[src/rtl/alu_mc.sv]
// alu_mc: multi-cycle ALU with valid/ready on both sides.
// Non-MUL ops finish in one cycle. MUL runs WIDTH shift-add iterations.
// The result and all flags are registered.
module alu_mc #(
  parameter int WIDTH = 32,
  parameter int SHW   = $clog2(WIDTH)
) (
  input  logic             clk,
  input  logic             rst,
  input  logic             in_valid,
  output logic             in_ready,
  input  logic [WIDTH-1:0] a,
  input  logic [WIDTH-1:0] b,
  input  logic [3:0]       op,
  output logic             out_valid,
  input  logic             out_ready,
  output logic [WIDTH-1:0] result,
  output logic             zero,
  output logic             negative,
  output logic             carry,
  output logic             overflow,
  output logic             illegal
);

  typedef enum logic [1:0] {
    S_IDLE = 2'd0,
    S_MUL  = 2'd1,
    S_DONE = 2'd2
  } state_t;

  localparam logic [3:0]     OP_MUL   = 4'hA;
  localparam logic [SHW-1:0] CNT_LAST = SHW'(WIDTH - 1);

  state_t           state_q, state_d;
  logic [WIDTH-1:0] result_q, result_d;
  logic             zero_q, zero_d, neg_q, neg_d, carry_q, carry_d;
  logic             ovf_q, ovf_d, ill_q, ill_d;
  logic [WIDTH-1:0] mcand_q, mcand_d, mplier_q, mplier_d, acc_q, acc_d;
  logic [SHW-1:0]   cnt_q, cnt_d;

  logic [WIDTH:0]   add_s, sub_s;
  logic [SHW-1:0]   shamt_s;
  logic [WIDTH-1:0] alu_res_s, acc_step_s;
  logic             alu_carry_s, alu_ovf_s, alu_ill_s, accept_s;

  assign add_s      = {1'b0, a} + {1'b0, b};
  assign sub_s      = {1'b0, a} - {1'b0, b};
  assign shamt_s    = b[SHW-1:0];
  assign acc_step_s = acc_q + (mplier_q[0] ? mcand_q : {WIDTH{1'b0}});

  // Single-cycle datapath for every op except MUL.
  always_comb begin
    alu_res_s   = {WIDTH{1'b0}};
    alu_carry_s = 1'b0;
    alu_ovf_s   = 1'b0;
    alu_ill_s   = 1'b0;
    case (op)
      4'h0: begin
        alu_res_s   = add_s[WIDTH-1:0];
        alu_carry_s = add_s[WIDTH];
        alu_ovf_s   = (a[WIDTH-1] == b[WIDTH-1]) && (add_s[WIDTH-1] != a[WIDTH-1]);
      end
      4'h1: begin
        alu_res_s   = sub_s[WIDTH-1:0];
        alu_carry_s = ~sub_s[WIDTH];  // no borrow means a >= b
        alu_ovf_s   = (a[WIDTH-1] != b[WIDTH-1]) && (sub_s[WIDTH-1] != a[WIDTH-1]);
      end
      4'h2: alu_res_s = a & b;
      4'h3: alu_res_s = a | b;
      4'h4: alu_res_s = a ^ b;
      4'h5: alu_res_s = {{(WIDTH-1){1'b0}}, (a < b)};
      4'h6: alu_res_s = a << shamt_s;
      4'h7: alu_res_s = a >> shamt_s;
      4'h8: alu_res_s = $unsigned($signed(a) >>> shamt_s);
      4'h9: alu_res_s = {{(WIDTH-1){1'b0}}, ($signed(a) < $signed(b))};
      4'hA: alu_res_s = {WIDTH{1'b0}};  // MUL goes through the iterative path
      default: alu_ill_s = 1'b1;
    endcase
  end

  // Handshake, next-state and the MUL iteration step.
  always_comb begin
    state_d  = state_q;
    result_d = result_q;
    zero_d   = zero_q;
    neg_d    = neg_q;
    carry_d  = carry_q;
    ovf_d    = ovf_q;
    ill_d    = ill_q;
    mcand_d  = mcand_q;
    mplier_d = mplier_q;
    acc_d    = acc_q;
    cnt_d    = cnt_q;
    in_ready = (state_q == S_IDLE) || ((state_q == S_DONE) && out_ready);
    accept_s = in_valid && in_ready;
    case (state_q)
      S_IDLE, S_DONE: begin
        if (accept_s && (op == OP_MUL)) begin
          mcand_d  = a;
          mplier_d = b;
          acc_d    = {WIDTH{1'b0}};
          cnt_d    = {SHW{1'b0}};
          state_d  = S_MUL;
        end else if (accept_s) begin
          result_d = alu_res_s;
          zero_d   = (alu_res_s == {WIDTH{1'b0}});
          neg_d    = alu_res_s[WIDTH-1];
          carry_d  = alu_carry_s;
          ovf_d    = alu_ovf_s;
          ill_d    = alu_ill_s;
          state_d  = S_DONE;
        end else if ((state_q == S_DONE) && out_ready) begin
          state_d = S_IDLE;
        end else begin
          state_d = state_q;
        end
      end
      S_MUL: begin
        acc_d    = acc_step_s;
        mcand_d  = mcand_q << 1;
        mplier_d = mplier_q >> 1;
        cnt_d    = cnt_q + SHW'(1);
        if (cnt_q == CNT_LAST) begin
          result_d = acc_step_s;
          zero_d   = (acc_step_s == {WIDTH{1'b0}});
          neg_d    = acc_step_s[WIDTH-1];
          carry_d  = 1'b0;
          ovf_d    = 1'b0;
          ill_d    = 1'b0;
          state_d  = S_DONE;
        end else begin
          state_d = S_MUL;
        end
      end
      default: state_d = S_IDLE;
    endcase
  end

  // State and datapath registers with synchronous reset.
  always_ff @(posedge clk) begin
    if (rst) begin
      state_q  <= S_IDLE;
      result_q <= {WIDTH{1'b0}};
      zero_q   <= 1'b0;
      neg_q    <= 1'b0;
      carry_q  <= 1'b0;
      ovf_q    <= 1'b0;
      ill_q    <= 1'b0;
      mcand_q  <= {WIDTH{1'b0}};
      mplier_q <= {WIDTH{1'b0}};
      acc_q    <= {WIDTH{1'b0}};
      cnt_q    <= {SHW{1'b0}};
    end else begin
      state_q  <= state_d;
      result_q <= result_d;
      zero_q   <= zero_d;
      neg_q    <= neg_d;
      carry_q  <= carry_d;
      ovf_q    <= ovf_d;
      ill_q    <= ill_d;
      mcand_q  <= mcand_d;
      mplier_q <= mplier_d;
      acc_q    <= acc_d;
      cnt_q    <= cnt_d;
    end
  end

  assign out_valid = (state_q == S_DONE);
  assign result    = result_q;
  assign zero      = zero_q;
  assign negative  = neg_q;
  assign carry     = carry_q;
  assign overflow  = ovf_q;
  assign illegal   = ill_q;

endmodule

[config.mk]
export PLATFORM = sky130hd
export DESIGN_NAME = alu_mc
export DESIGN_NICKNAME = d
export VERILOG_FILES = /design/src/rtl/alu_mc.sv
export SDC_FILE = /design/constraint.sdc
export NUM_CORES = 1
export LEC_CHECK = 0
export ABC_AREA = 1
export BUFFER_PORTS_ARGS = -buffer_cell sky130_fd_sc_hd__buf_2
export CAP_MARGIN = 20
export CORE_MARGIN = 5
export CORE_UTILIZATION = 35
export CTS_BUF_LIST = sky130_fd_sc_hd__clkbuf_4 sky130_fd_sc_hd__clkbuf_8 sky130_fd_sc_hd__clkbuf_16
export CTS_CLUSTER_DIAMETER = 60
export DETAILED_ROUTE_END_ITERATION = 6
export PLACE_DENSITY = 0.53
export SLEW_MARGIN = 10
export SYNTH_ARGS = -nofsm -noshare
export SYNTH_HDL_FRONTEND = slang
export SYNTH_SLANG_ARGS = --single-unit
[constraint.sdc]
create_clock -name clk -period 3.4 [get_ports clk]
set_input_delay 0.34 -clock clk [delete_from_list [all_inputs] [get_ports clk]]
set_output_delay 0.34 -clock clk [all_outputs]
set_load 0.005 [all_outputs]
==> results.tsv, run 1 <==
stage	metric	value	unit
timing	timing.hold.ws	181	ps
synthesis	synthCells	3227	
global_routing	track_usage	29.4	%
pwr	p_total	5.88	mW
worst_setup_path	cp.depth	23	
drt	first_iter_violations	2573	
run	cap_violations	0	
timing	fin_crit_sh	91.7	%
die	die_w	235	um
clocking	cts_buffer_depth	2	
clocking	cts.sinks	139	
timing	rsz0062_at_grt	false	
worst_setup_path	critPathBufInv	3	
die	dieHeight	235	um
synthesis	yosysTopAreaCell	nand2_1	
die	dieArea	55400	um^2
synthesis	yosysSeqAreaShare	15.6	%
worst_setup_path	slowest_delay	440	ps
pwr	p_leak	10.2	nW
min_path	min_path_type	primary input to register	
drt	wl_per_cell	21.4	um
placed_design	dpl.cell_count	3959	
global_routing	overflow	0	
synthesis	syn_area_per_cell	5.51	um^2
worst_setup_path	startpoint_type	register	
synthesis	synth_area	17800	um^2
synthesis	synth_warnings	0	
synthesis	synth_top_area_share	21.9	%
clocking	clkSlewWorstSetupHoldPaths	60	ps
clocking	ctsHoldBuffers	0	
worst_setup_path	critPathKind	register to register	
layout	nFillCells	5777	
clocking	cts_inserted_buffers	17	
clocking	clk-insertion-delay-late	460	ps
drt	drc_errors	0	
drt	dr.pass1.iters	7	
timing	fin_crit	3120	ps
synthesis	async_flop_share	0	%
timing	tightest_slew	928	ps
global_routing	antenna_found_initial	3	
drt	postRouteAntennaNets	0	
synthesis	synth-seq-cells	139	
synthesis	ys_types	51	
layout	drive_gt1_share	9.65	%
die	initial_utilization	35.5	%
pwr	peakVddDrop	0.298	mV
global_routing	grt_pass1_wl	127000	um
placed_design	portBuffers	110	
die	core	50200	um^2
drt	via_per_inst	5.58	
worst_setup_path	crit_chain	buf_12, nand2_1, inv_1, ha_1, fa_1, nand2_1, nand2_1, and2_1, nand2_1, nand2_2, nand2_1, nand2_1, nor2_1, nand2_1, nor2_1, nand3_1, nor2_1, nand3_1, nor2_1, nand4_1, nand3_1, nand2_1, inv_1	
drt	detailroute.via_count	22258	
worst_setup_path	path_delay_family	simple AND/OR/NAND/NOR gates	
run_status	status	completed	
layout	final_nets	3519	
worst_setup_path	r2r_cells	23	
global_routing	grt_start_max_net_pins	84	
clocking	cts.htree.levels	4	
timing	finalHoldViolCount	0	
layout	fin_cells	3991	
timing	maxSlewHeadroom	38.1	%
timing	setup_viol	0	
pwr	power_density	295	nW/um^2
layout	syn_to_final_growth	12.3	%
timing	fmax	0.321	GHz
die	num_io_pins	111	
clocking	cts-root-buf	clkbuf_16	
timing	tns	0	ps
synthesis	synth_edf_count	0	
worst_setup_path	cp-end-kind	register	
placed_design	place.gp.congestion	1.05	
timing	maxSlewViolCount	0	
worst_setup_path	path_common_cell	nand2_1	
synthesis	synth_area_leaders	nand2_1 (22%), dfxtp_1 (16%), nand3_1 (12%)	
die	rows	82	
synthesis	ys.flop_type	dfxtp_1	
drt	wl	85600	um
timing	skew	11.2	ps
worst_setup_path	path_max_fanout	33	
placed_design	dpl.hpwl	69800	um
min_path	worstHoldPathCells	3	
global_routing	grt_pass1_vias	20849	
worst_setup_path	crit_arrival	3530	ps
worst_setup_path	cp_slowest_cell	fa_1	
worst_setup_path	crit_required	3810	ps
clocking	cts_tree	done	
synthesis	syn_nets	3440	
[cell usage after synthesis (5+ instances only)]
master    count
nand4_1      31
o211ai_1     20
nand2_2      17
xnor2_1       6
a211oi_1      5
buf_1        12
buf_2        60
o22ai_1      19
a21oi_1     188
o21ai_0     178
o221ai_1      5
or2_2        11
nor2_1      263
nand3b_1      7
ha_1        138
a31oi_1      91
inv_1       332
o21bai_1     15
nand3_1     428
xor2_1       16
nor3_1       28
o21ai_1      19
clkbuf_1     72
dfxtp_1     139
inv_2        16
buf_4         9
nand2_1    1039
buf_6         8
a21o_1        6
[area by class of cell]
cell class / instances / area [um^2] / area share, %
antenna: 2 / 5.00 / 0.0251
clock buffer: 20 / 460 / 2.31
clock inverter: 10 / 143 / 0.714
inverter: 353 / 1330 / 6.66
multi-input combinational: 2574 / 12900 / 64.7
sequential: 139 / 2780 / 13.9
tap: 672 / 841 / 4.21
timing repair buffer: 221 / 1480 / 7.43
[metrics by stage]
step           worst slack [ps]  cell area (um^2)  util, %
6_report                    281             20000     39.8
5_1_grt                    35.0             20000     39.8
3_5_place_dp                293             19400     38.6
2_1_floorplan               536             17800        -
4_1_cts                     289             20000     39.8
3_3_place_gp                229             19400     38.6
[final timing paths]
path | from | to | slack (ps)
max | mplier_q[0]$_SDFFE_PP0P_ | zero$_SDFFE_PP0P_ | 280
min | b[31] | mplier_q[31]$_SDFFE_PP0P_ | 180
max reg2reg | mplier_q[0]$_SDFFE_PP0P_ | zero$_SDFFE_PP0P_ | 280
min reg2reg | overflow$_SDFFE_PP0P_ | overflow$_SDFFE_PP0P_ | 460
[placed cells by master, fill, tap and decap left out, types with 7 or more instances in the layout]
cell and instances:
nand2_1 1037, nand3_1 428, inv_1 330, nor2_1 261, a21oi_1 188, o21ai_0 178, dfxtp_1 139, ha_1 138
buf_2 110, buf_4 103, a31oi_1 91, nand4_1 31, nor3_1 28, o211ai_1 20, o21ai_1 19, o22ai_1 19
nand2_2 18, inv_2 17, clkbuf_16 17, xor2_1 16, o21bai_1 15, or2_2 11, buf_12 8, nand3b_1 7
[report_power, final]
group / switching [mW] / internal (mW)
clock network: 0.787 / 1.19
registers: 0.0402 / 1.69
logic: 1.53 / 0.644
total: 2.35 / 3.53
[cell families (layout without fill, tap and decap cells)]
family          count (synthesis)  after routing  share of synthesized area (%)
buf+inv                       514            604                           11.8
xor+xnor                       22             22                           1.08
flops                         139            139                           15.6
simple gates                 1846           1846                           43.6
compound gates                565            565                           17.8
other cells                     0              2                              0
fa+ha+maj                     141            141                           10.0
[worst reg2reg max path, cell delays in order (launching register included)]
cell and delay (ps):
dfxtp_1 320, buf_12 170, nand2_1 70, inv_1 40
ha_1 220, fa_1 440, nand2_1 80, nand2_1 90
and2_1 190, nand2_1 110, nand2_2 100, nand2_1 70
nand2_1 70, nor2_1 100, nand2_1 80, nor2_1 140
nand3_1 120, nor2_1 100, nand3_1 110, nor2_1 120
nand4_1 120, nand3_1 110, nand2_1 60, inv_1 40
[metal layers]
layer  vias to the layer above  track usage, %  share of wire [%]  wire, um
met5                         -               0              0.011         9
met1                     10213            39.7                 43     36500
met4                         2            12.7                5.0      4240
li1                      10753               -                  -         -
met2                      1094            46.4                 44     37600
met3                       196            4.94                8.4      7230
[state kept, by name, summed over array words and instances (netlist names)]
register,flops
result,32
overflow,1
zero,1
acc_q,32
cnt_q,5
carry,1
state_q,2
illegal,1
mcand_q,32
mplier_q,32
[timing repair]
| action | 4_1_cts | 5_1_grt |
|---|---|---|
| hold endpoints to repair | 0 | 0 |
| buffers inserted | 0 | 0 |
| setup endpoints to repair | 0 | 1 |
| gates resized for setup | 0 | 1 |
(Power assumes the default switching activity.)
==> run 2: changes to the inputs <==
==> constraint.sdc (replaced) <==
create_clock -name clk -period 3.12 [get_ports clk]
set_input_delay 0.312 -clock clk [delete_from_list [all_inputs] [get_ports clk]]
set_output_delay 0.312 -clock clk [all_outputs]
set_load 0.005 [all_outputs]
==> run 2 against run 1 <==
Core utilization increased by 1.3 points. Power grew 12%. Critical path depth shrank 8. Clock power rose by 12%. Via count grew 0.14%. Sequential power up 9%. Maximum frequency rose by 11%. First-iteration DRC count down 10%. Setup slack better by 33 ps. Combinational power is 13% higher. Wire length increased by 1.3%. Count of clock-buffer cells in the layout unchanged. Critical path type unchanged. Largest cell class unchanged.
==> results.tsv, run 2 (synthesis results as in run 1) <==
stage	metric	value	unit	change
drt	via_per_inst	5.50		-1.4%
pwr	p_leak	10.5	nW	+3.2%
clocking	cts.sinks	139		unchanged
die	num_io_pins	111		unchanged
run	cap_violations	0		unchanged
timing	maxSlewViolCount	0		unchanged
layout	layout_commonest_cell	nand2_1		
drt	detailroute.via_count	22289		+0.14%
placed_design	post-place-ws	-14.5	ps	-307 ps
drt	postRouteAntennaNets	0		unchanged
worst_setup_path	critPathCapture	result[29]$_SDFFE_PP0P_		
min_path	min_path_type	primary input to register		
timing	fin_crit_sh	90.0	%	-1.8 points
timing	skew	11.7	ps	+0.569 ps
pwr	p_int	3.94	mW	+12%
placed_design	place.gp.congestion	1.03		-2.1%
worst_setup_path	crit_arrival	3220	ps	-310 ps
timing	finalHoldViolCount	0		unchanged
pwr	power_switching	2.62	mW	+11%
drt	first_iter_violations	2316		-10%
worst_setup_path	path_max_fanout	25		-24%
clocking	clkSlewWorstSetupHoldPaths	60	ps	about the same
pwr	pwr-share-comb	37.5	%	+0.6 points
placed_design	place_area	19900	um^2	+2.7%
placed_design	portBuffers	110		unchanged
clocking	cts-root-buf	clkbuf_16		
worst_setup_path	cp-end-kind	register		
timing	maxSlewHeadroom	48.7	%	+11 points
worst_setup_path	r2r_slack	310	ps	+30 ps
global_routing	overflow	0		unchanged
worst_setup_path	reg2reg_to	result[29]$_SDFFE_PP0P_		
global_routing	grt_pass1_wl	129000	um	+1.0%
layout	final_area	20600	um^2	+3.2%
die	rows	82		unchanged
timing	tightest_slew	765	ps	-163 ps
pwr	peakVddDrop	0.384	mV	+29%
drt	drc_errors	0		unchanged
pwr	p_total	6.56	mW	+12%
timing	setup_viol	0		unchanged
global_routing	grt_pass1_vias	21104		+1.2%
global_routing	track_usage	29.9	%	+0.48 points
layout	drive_gt1_share	11.9	%	+2.3 points
worst_setup_path	critPathKind	register to register		
clocking	cts_tree	done		
layout	utilization	41.1	%	+1.3 points
clocking	clk-insertion-delay-late	470	ps	about the same
global_routing	antenna_found_initial	0		-3
pwr	p_seq_share	28.8	%	-0.7 points
worst_setup_path	crit_required	3530	ps	-280 ps
clocking	cts_buffer_depth	2		unchanged
layout	syn_to_final_growth	15.8	%	
clocking	cts.htree.levels	4		unchanged
clocking	cts_inserted_buffers	17		unchanged
layout	diodes	0		-2
die	dieHeight	235	um	unchanged
timing	fmax	0.356	GHz	+11%
placed_design	dpl.hpwl	71500	um	+2.4%
worst_setup_path	startpoint	mplier_q[0]$_SDFFE_PP0P_		
drt	dr.pass1.iters	6		-1
die	dieArea	55400	um^2	unchanged
timing	fin_crit	2810	ps	-313 ps
layout	final_nets	3581		+1.8%
die	core	50200	um^2	unchanged
layout	final_cell_mix	nand2_1 (1033), nand3_1 (428), inv_1 (330), nor2_1 (257), a21oi_1 (185)		
drt	wl	86700	um	+1.3%
worst_setup_path	startpoint_type	register		
die	die_w	235	um	unchanged
pwr	switching_share	40.0	%	-0.052 points
run_status	status	completed		
drt	wl_per_cell	21.4	um	-0.25%
timing	fin_ws	313	ps	+32.9 ps
global_routing	grt_start_max_net_pins	86		+2.4%
worst_setup_path	r2r-start	mplier_q[0]$_SDFFE_PP0P_		
pwr	p_clk_share	33.7	%	about the same
worst_setup_path	r2r_cells	15		-35%
pwr	power_density	319	nW/um^2	+8.2%
die	initial_utilization	35.5	%	unchanged
==> run 2: repair_timing <==
item / CTS / global route
resized for setup: 0 / 25
setup buffers: 0 / 1
hold buffers: 0 / 0
endpoints found under the setup margin: 0 / 8
==> run 2: per-stage QoR <==
stage,setup TNS [ps],cells,hold WS (ps)
after floorplan,0,3227,441
after detailed placement,-14.5,4020,455
after global placement,-67.8,4020,452
after global routing,-27.4,4053,142
after CTS,0,4052,127
final,0,4053,145
==> run 2: layout make-up <==
class,count,area [um^2]
Clock inverter,12,164
Fill cell,5728,29600
Tap cell,672,841
Clock buffer,20,460
Multi-Input combinational cell,2574,13000
Sequential cell,139,2780
Inverter,353,1330
Timing Repair Buffer,283,2010
==> run 2: routing by layer <==
metal / share of wire [%] / routed length, um / up-vias / track usage [%]
met5: 0 / 0 / - / 0
met4: 4.7 / 4060 / 0 / 12.4
met3: 6.9 / 5990 / 168 / 3.99
met2: 45 / 39200 / 943 / 48.7
met1: 43 / 37500 / 10302 / 40.0
li1: - / - / 10876 / -
==> run 2: power by group through the flow <==
stage	clock, mW	sequential, mW	combinational (mW)
5_1_grt	2.33	1.90	2.66
3_3_place_gp	0	1.93	2.40
6_report	2.21	1.89	2.46
2_1_floorplan	0	1.92	1.39
3_5_place_dp	0	1.93	2.39
4_1_cts	2.25	1.89	2.40
==> run 2: critical path, stage by stage, from the launching register on <==
cell,delay [ps]
dfxtp_2,340
buf_12,160
nand2_1,60
inv_1,40
ha_1,330
a21oi_1,210
o21ai_0,160
a21oi_1,260
nand2_1,200
nand3_1,120
nand2_1,70
xor2_1,160
or2_2,300
o211ai_1,150
o211ai_1,130
inv_1,70
==> run 2: worst min path at each step <==
stage	startpoint	end	slack [ps]	cells after the start
detailed placement	overflow$_SDFFE_PP0P_	overflow$_SDFFE_PP0P_	450	2
global route	b[31]	mplier_q[31]$_SDFFE_PP0P_	140	3
finish	b[31]	mplier_q[31]$_SDFFE_PP0P_	150	3
global placement	cnt_q[3]$_SDFFE_PP0P_	cnt_q[3]$_SDFFE_PP0P_	450	2
CTS	b[31]	mplier_q[31]$_SDFFE_PP0P_	130	3
floorplan	mplier_q[31]$_SDFFE_PP0P_	mplier_q[31]$_SDFFE_PP0P_	440	2
